[src/rtl/fifo_ctrl_pkg.sv]
// Shared types and constants for the burst FIFO controller.
package fifo_ctrl_pkg;

  localparam int DEF_RSA_DW = 8;
  localparam int DEF_DEPTH  = 8;
  localparam int STATS_W    = 16;

  // Read-burst sequencer states
  typedef enum logic [1:0] {
    IDLE  = 2'd0,
    WAIT  = 2'd1,
    BURST = 2'd2,
    DRAIN = 2'd3
  } burst_state_e;

endpackage

[src/rtl/rr_arbiter.sv]
// Round-robin arbiter: one-hot grant to the first requester above the
// last winner (with wrap-around). The pointer only moves on advance.
module rr_arbiter #(
  parameter int NUM_REQ = 4,
  parameter int REQ_W   = 2
) (
  input  logic               clk,
  input  logic               rst_n,
  input  logic [NUM_REQ-1:0] req,
  input  logic               advance,
  output logic [NUM_REQ-1:0] grant
);

  logic [REQ_W-1:0] ptr_q;
  logic [REQ_W-1:0] ptr_d;
  logic [REQ_W-1:0] win_idx;
  logic [REQ_W-1:0] cand;
  logic             found;

  // Search upward from ptr+1, first hit wins
  always_comb begin
    grant   = '0;
    win_idx = ptr_q;
    cand    = ptr_q;
    found   = 1'b0;
    for (int off = 1; off <= NUM_REQ; off++) begin
      cand = REQ_W'((int'(ptr_q) + off) % NUM_REQ);
      if (!found && req[cand]) begin
        found       = 1'b1;
        grant[cand] = 1'b1;
        win_idx     = cand;
      end
    end
    ptr_d = advance ? win_idx : ptr_q;
  end

  // Pointer register; starts at the top so requester 0 wins first
  always_ff @(posedge clk or negedge rst_n) begin
    if (!rst_n) begin
      ptr_q <= REQ_W'(NUM_REQ - 1);
    end else begin
      ptr_q <= ptr_d;
    end
  end

endmodule

[src/rtl/fifo_burst_ctrl.sv]
// Burst controller in front of a sync FIFO: round-robin write arbitration
// among NUM_REQ producers, own occupancy tracking, and read-burst
// sequencing towards the RSA consumer.
// Optional: define FIFO_CTRL_STATS_EN to add the stall_cnt output.
module fifo_burst_ctrl
  import fifo_ctrl_pkg::*;
#(
  parameter int RSA_DW     = DEF_RSA_DW,
  parameter int DEPTH      = DEF_DEPTH,
  parameter int ADDR_WIDTH = 3,
  parameter int NUM_REQ    = 4,
  parameter int REQ_W      = 2
) (
  input  logic                       clk,
  input  logic                       sys_rst_n,
  input  logic [NUM_REQ-1:0]         req_valid,
  input  logic [NUM_REQ*RSA_DW-1:0]  req_data,
  output logic [NUM_REQ-1:0]         req_ready,
  output logic                       fifo_wr_en,
  output logic [RSA_DW-1:0]          fifo_wr_data,
  output logic                       fifo_rd_en,
  input  logic [RSA_DW-1:0]          fifo_data_out,
  input  logic                       burst_start,
  input  logic [ADDR_WIDTH:0]        burst_len,
  output logic                       burst_busy,
  output logic                       burst_err,
  output logic                       out_valid,
  output logic [RSA_DW-1:0]          out_data,
  output logic                       out_last,
`ifdef FIFO_CTRL_STATS_EN
  output logic [STATS_W-1:0]         stall_cnt,
`endif
  output logic [ADDR_WIDTH:0]        level
);

  localparam int            LW      = ADDR_WIDTH + 1;
  localparam logic [LW-1:0] DEPTH_L = LW'(DEPTH);

  // ---------------- write arbitration ----------------
  logic [NUM_REQ-1:0] arb_req;
  logic [NUM_REQ-1:0] grant;
  logic               accept;
  logic               full;
  logic [RSA_DW-1:0]  win_data;

  logic [LW-1:0]      level_q, level_d;
  logic [LW-1:0]      avail;
  logic               wr_en_q, wr_en_d;
  logic [RSA_DW-1:0]  wr_data_q, wr_data_d;

  // A read in the same cycle does not free a slot: fullness uses level_q only
  assign full    = (level_q == DEPTH_L);
  assign arb_req = full ? '0 : req_valid;
  assign accept  = |grant;

  rr_arbiter #(
    .NUM_REQ (NUM_REQ),
    .REQ_W   (REQ_W)
  ) u_arb (
    .clk     (clk),
    .rst_n   (sys_rst_n),
    .req     (arb_req),
    .advance (accept),
    .grant   (grant)
  );

  assign req_ready = grant;

  // Select the granted requester's word (grant is one-hot)
  always_comb begin
    win_data = '0;
    for (int i = 0; i < NUM_REQ; i++) begin
      if (grant[i]) begin
        win_data = win_data | req_data[i*RSA_DW +: RSA_DW];
      end
    end
  end

  // ---------------- burst FSM signals ----------------
  burst_state_e   state_q, state_d;
  logic [LW-1:0]  rem_q, rem_d;
  logic           rd_en_q, rd_en_d;
  logic           busy_q, busy_d;
  logic           err_q, err_d;
  logic           out_valid_q, out_valid_d;
  logic           out_last_q, out_last_d;
  logic           len_ok;

  // Write strobe/data one cycle after acceptance; occupancy bookkeeping
  always_comb begin
    wr_en_d   = accept;
    wr_data_d = accept ? win_data : wr_data_q;
    case ({accept, rd_en_q})
      2'b10:   level_d = level_q + LW'(1);
      2'b01:   level_d = level_q - LW'(1);
      default: level_d = level_q;
    endcase
  end

  // Write path and level registers
  always_ff @(posedge clk or negedge sys_rst_n) begin
    if (!sys_rst_n) begin
      wr_en_q   <= 1'b0;
      wr_data_q <= '0;
      level_q   <= '0;
    end else begin
      wr_en_q   <= wr_en_d;
      wr_data_q <= wr_data_d;
      level_q   <= level_d;
    end
  end

  // Words physically in the FIFO: the in-flight write is not readable yet
  assign avail  = level_q - LW'(wr_en_q);
  assign len_ok = (burst_len != '0) && (burst_len <= DEPTH_L);

  // Next-state logic for the read-burst sequencer
  always_comb begin
    state_d     = state_q;
    rem_d       = rem_q;
    rd_en_d     = 1'b0;
    err_d       = 1'b0;
    out_last_d  = 1'b0;
    out_valid_d = rd_en_q;
    case (state_q)
      IDLE: begin
        if (burst_start) begin
          if (len_ok) begin
            rem_d   = burst_len;
            state_d = WAIT;
          end else begin
            err_d = 1'b1;
          end
        end
      end
      WAIT: begin
        if (avail >= rem_q) begin
          state_d = BURST;
          rd_en_d = 1'b1;
        end
      end
      BURST: begin
        rem_d = rem_q - LW'(1);
        if (rem_q == LW'(1)) begin
          state_d    = DRAIN;
          out_last_d = 1'b1;
        end else begin
          rd_en_d = 1'b1;
        end
      end
      DRAIN: begin
        state_d = IDLE;
      end
      default: begin
        state_d = IDLE;
      end
    endcase
    busy_d = (state_d != IDLE);
  end

  // FSM state and its registered outputs
  always_ff @(posedge clk or negedge sys_rst_n) begin
    if (!sys_rst_n) begin
      state_q     <= IDLE;
      rem_q       <= '0;
      rd_en_q     <= 1'b0;
      busy_q      <= 1'b0;
      err_q       <= 1'b0;
      out_valid_q <= 1'b0;
      out_last_q  <= 1'b0;
    end else begin
      state_q     <= state_d;
      rem_q       <= rem_d;
      rd_en_q     <= rd_en_d;
      busy_q      <= busy_d;
      err_q       <= err_d;
      out_valid_q <= out_valid_d;
      out_last_q  <= out_last_d;
    end
  end

  assign fifo_wr_en   = wr_en_q;
  assign fifo_wr_data = wr_data_q;
  assign fifo_rd_en   = rd_en_q;
  assign burst_busy   = busy_q;
  assign burst_err    = err_q;
  assign out_valid    = out_valid_q;
  assign out_last     = out_last_q;
  assign out_data     = out_valid_q ? fifo_data_out : '0;
  assign level        = level_q;

`ifdef FIFO_CTRL_STATS_EN
  logic [STATS_W-1:0] stall_q, stall_d;

  // Count cycles with pending requests but no acceptance, saturating
  always_comb begin
    stall_d = stall_q;
    if ((|req_valid) && !accept && (stall_q != {STATS_W{1'b1}})) begin
      stall_d = stall_q + STATS_W'(1);
    end
  end

  // Stall counter register
  always_ff @(posedge clk or negedge sys_rst_n) begin
    if (!sys_rst_n) begin
      stall_q <= '0;
    end else begin
      stall_q <= stall_d;
    end
  end

  assign stall_cnt = stall_q;
`endif

endmodule

[config.mk]
export PLATFORM = sky130hd
export DESIGN_NAME = fifo_burst_ctrl
export DESIGN_NICKNAME = d
export VERILOG_FILES = /design/src/rtl/fifo_ctrl_pkg.sv /design/src/rtl/rr_arbiter.sv /design/src/rtl/fifo_burst_ctrl.sv
export SDC_FILE = /design/constraint.sdc
export NUM_CORES = 1
export LEC_CHECK = 0
export ABC_CLOCK_PERIOD_IN_PS = 10000
export CAP_MARGIN = 20
export CORE_MARGIN = 4
export CORE_UTILIZATION = 45
export CTS_BUF_LIST = sky130_fd_sc_hd__clkbuf_16
export DETAILED_ROUTE_END_ITERATION = 16
export HOLD_SLACK_MARGIN = 0.02
export PLACE_DENSITY = 0.78
export SLEW_MARGIN = 20
export SYNTH_ARGS = -nofsm -noshare
export SYNTH_HDL_FRONTEND = slang
export SYNTH_SLANG_ARGS = --single-unit
[constraint.sdc]
create_clock -name clk -period 10 [get_ports clk]
set_input_delay 1 -clock clk [delete_from_list [all_inputs] [get_ports clk]]
set_output_delay 1 -clock clk [all_outputs]
set_load 0.05 [all_outputs]
==> flow_summary_export.csv <==
group,metric,value,unit
clock_network,cts_hold_buf,0,
logic_synthesis,synth-edff-count,0,
critical_path,path_common_cell,"clkdlybuf4s50_1",
power_and_ir_drop,power_density,411,mW/mm²
critical_path,crit_arrival,4.12,ns
grt,grt_start_max_net_pins,27,
final_layout,stdcell_count,407,
sta,finalSetupViolations,0,
power_and_ir_drop,p_total,1.40,mW
flow_run,maxCapViolCount,0,
critical_path,cp.required,9.00,ns
critical_path,max_stage_delay,0.79,ns
grt,track_usage,20.7,%
routing,postRouteAntennaNets,0,
routing,finalWirelength,6880,µm
sta,rsz0062_at_grt,"false",
power_and_ir_drop,p_leak,1.46,nW
power_and_ir_drop,p_seq_share,16.2,%
place,gp_congestion,0.884,
sta,clock_skew,0.00781,ns
logic_synthesis,synth_common_cells,"inv_1 (33), dfrtp_1 (24), o41ai_1 (24)",
power_and_ir_drop,swShare,50.0,%
logic_synthesis,synth.area.top_cells,"dfrtp_1 (24%), ha_1 (11%), o41ai_1 (8.4%)",
sta,min_period_over_period,51.2,%
clock_network,postCtsSetupRepairBufs,0,
critical_path,cp-end-kind,"primary output",
critical_path,worstPathCellList,"clkdlybuf4s50_1 > mux4_2 > or3_1 > a21oi_1 > nor4_4 > inv_1 > clkdlybuf4s50_1",
power_and_ir_drop,p_sw,0.702,mW
logic_synthesis,yosysUniqueCellTypes,57,
critical_path,crit_buf_inv,3,
floorplanning,die_h,82.8,µm
final_layout,multiInputGateArea,0.00164,mm²
logic_synthesis,netlist_area,0.00252,mm²
clock_network,path_clk_slew,0.07,ns
floorplanning,start_util,47.7,%
critical_path,slowest_stage,"clkdlybuf4s50_1",
logic_synthesis,seq_area_frac_synth,26.0,%
grt,overflow,0,
power_and_ir_drop,p_int,0.703,mW
clock_network,h-tree-depth,1,
logic_synthesis,yosys_register_bits,26,
final_layout,diodes,0,
clock_network,clkSinkCount,26,
sta,final.setup.tns,0,ns
routing,avgRoutedWirePerCell,16.9,µm
final_layout,register_area,653,µm²
min_path,hold_path.class,"reg2reg",
logic_synthesis,synth_top_area_share,23.9,%
routing,routed_via_density,5.88,
logic_synthesis,synth_top_flop_cell,"dfrtp_1",
sta,post-route-min-period,5.12,ns
final_layout,drive_above_1_share,10.4,%
logic_synthesis,synth_most_common_cell,"inv_1",
logic_synthesis,synth_cells,266,
critical_path,cp_top_family,"buffers and inverters",
place,hpwl,5270,µm
floorplanning,core_area,0.00527,mm²
sta,worst_pin_slew,0.688,ns
power_and_ir_drop,peakVddDrop,0.241,mV
grt,grt_pass1_vias,2252,
grt,grt_pass1_wl,11000,µm
logic_synthesis,synth_warnings,0,
critical_path,critPathKind,"in2out",
final_layout,final_nets,411,
clock_network,cts_tree,"done",
floorplanning,rows,26,
floorplanning,io_pins,81,
sta,slew_headroom,54.1,%
critical_path,crit_fanout,14,
logic_synthesis,syn_avg_cell_area,9.46,µm²
logic_synthesis,synth_nets,339,
outcome,status,"complete, no violations",
logic_synthesis,synth_area_leader_cell,"dfrtp_1",
power_and_ir_drop,clkPwrFrac,8.6,%
clock_network,clk_latency,0.27,ns
final_layout,syn_to_final_growth,36.0,%
routing,dr.pass1.iters,5,
routing,via_count,2394,
floorplanning,dieArea,0.00685,mm²
clock_network,cts_buffers,3,
power_and_ir_drop,power_frac_comb,75.2,%
clock_network,cts-root-buf,"clkbuf_16",
routing,drt_iter0_markers,142,
routing,route.detailed.drc,0,
logic_synthesis,synthArstFlopShare,100,%
sta,hold_violations,0,
sta,fmax,195,MHz
clock_network,clockBufferDepth,2,
critical_path,cp-start-kind,"input port",
clock_network,ctsResizeCount,0,
floorplanning,die_w,82.8,µm
final_layout,fillers,439,
grt,antenna_found_initial,0,
place,port_buffers,80,
place,place_inst,403,
sta,drv_slew,0,
cells in the final DEF, fill, tap and decap left out, drive strengths merged, types with 6 or more instances in the layout:
cell type       n
or3             8
and2            9
mux2i           6
nor2           11
mux2           10
o41ai          24
clkdlybuf4s50  80
inv            33
ha             22
dfrtp          24
a21oi          14
nand2          13
o21ai           7
xor2            6
o2111ai         8
cells by family (layout without fill, tap and decap cells):
group / Yosys count / in the layout / synth area share, %
AOI/OAI and AO/OA: 75 / 75 / 24.8
and+or+nand+nor: 69 / 69 / 17.1
buffers and inverters: 47 / 118 / 8.75
DFF: 26 / 26 / 26.0
adders and majority gates: 22 / 22 / 10.9
muxes: 17 / 17 / 8.95
xor gates and xnor gates: 10 / 10 / 3.48
per-layer routing:
layer | wire, µm | GRT usage [%]
met1 | 2920 | 28.5
met2 | 2940 | 32.6
met3 | 886 | 3.35
met4 | 136 | 7.19
met5 | 0 | 0
power by group through the flow:
stage	combinational, mW	sequential (mW)	clock (mW)
final	1.06	0.227	0.121
after detailed placement	1.05	0.229	0
after floorplan	0.749	0.319	0
after global routing	1.15	0.236	0.127
after CTS	1.06	0.227	0.123
after global placement	1.03	0.226	0
flip-flops by register name, summed over array words and instances, names as in the netlist:
register / count
fifo_rd_en: 1
fifo_wr_en: 1
burst_err: 1
burst_busy: 1
rem_q: 4
level: 4
u_arb.ptr_q: 2
fifo_wr_data: 8
state_q: 2
out_valid: 1
out_last: 1
through the flow:
| step | hold WS, ns | setup WS, ns | utilization, % | instance area, µm² |
|---|---|---|---|---|
| 6_report | 0.468 | 4.88 | 64.9 | 3420 |
| 5_1_grt | 0.483 | 4.68 | 64.9 | 3420 |
| 3_3_place_gp | 0.439 | 5.03 | 62.9 | 3320 |
| 4_1_cts | 0.463 | 4.94 | 64.9 | 3420 |
| 3_5_place_dp | 0.442 | 4.97 | 62.9 | 3320 |
| 2_1_floorplan | 0.506 | 6.01 | - | 2520 |
final cells by class:
cell class	count	area share, %
tap	70	2.56
clock inverter	1	0.878
timing repair buffer	81	23.6
sequential	26	19.1
clock buffer	3	2.19
inverter	33	3.62
multi-input combinational	193	48.0
final timing paths:
| check | startpoint | slack, ns | depth (start not counted) | endpoint |
|---|---|---|---|---|
| setup / recovery | req_valid[3] | 4.88 | 7 | req_ready[1] |
| hold / removal | fifo_rd_en | 0.47 | 0 | out_valid |
| min in group asynchronous | sys_rst_n | 1.10 | 2 | fifo_wr_data[0] |
| setup reg to reg | u_arb.ptr_q[0] | 5.79 | 12 | level[2] |
| max in group asynchronous | sys_rst_n | 8.61 | 2 | u_arb.ptr_q[0] |
| hold reg to reg | fifo_rd_en | 0.47 | 0 | out_valid |
Power figures use the tool's default switching activity.
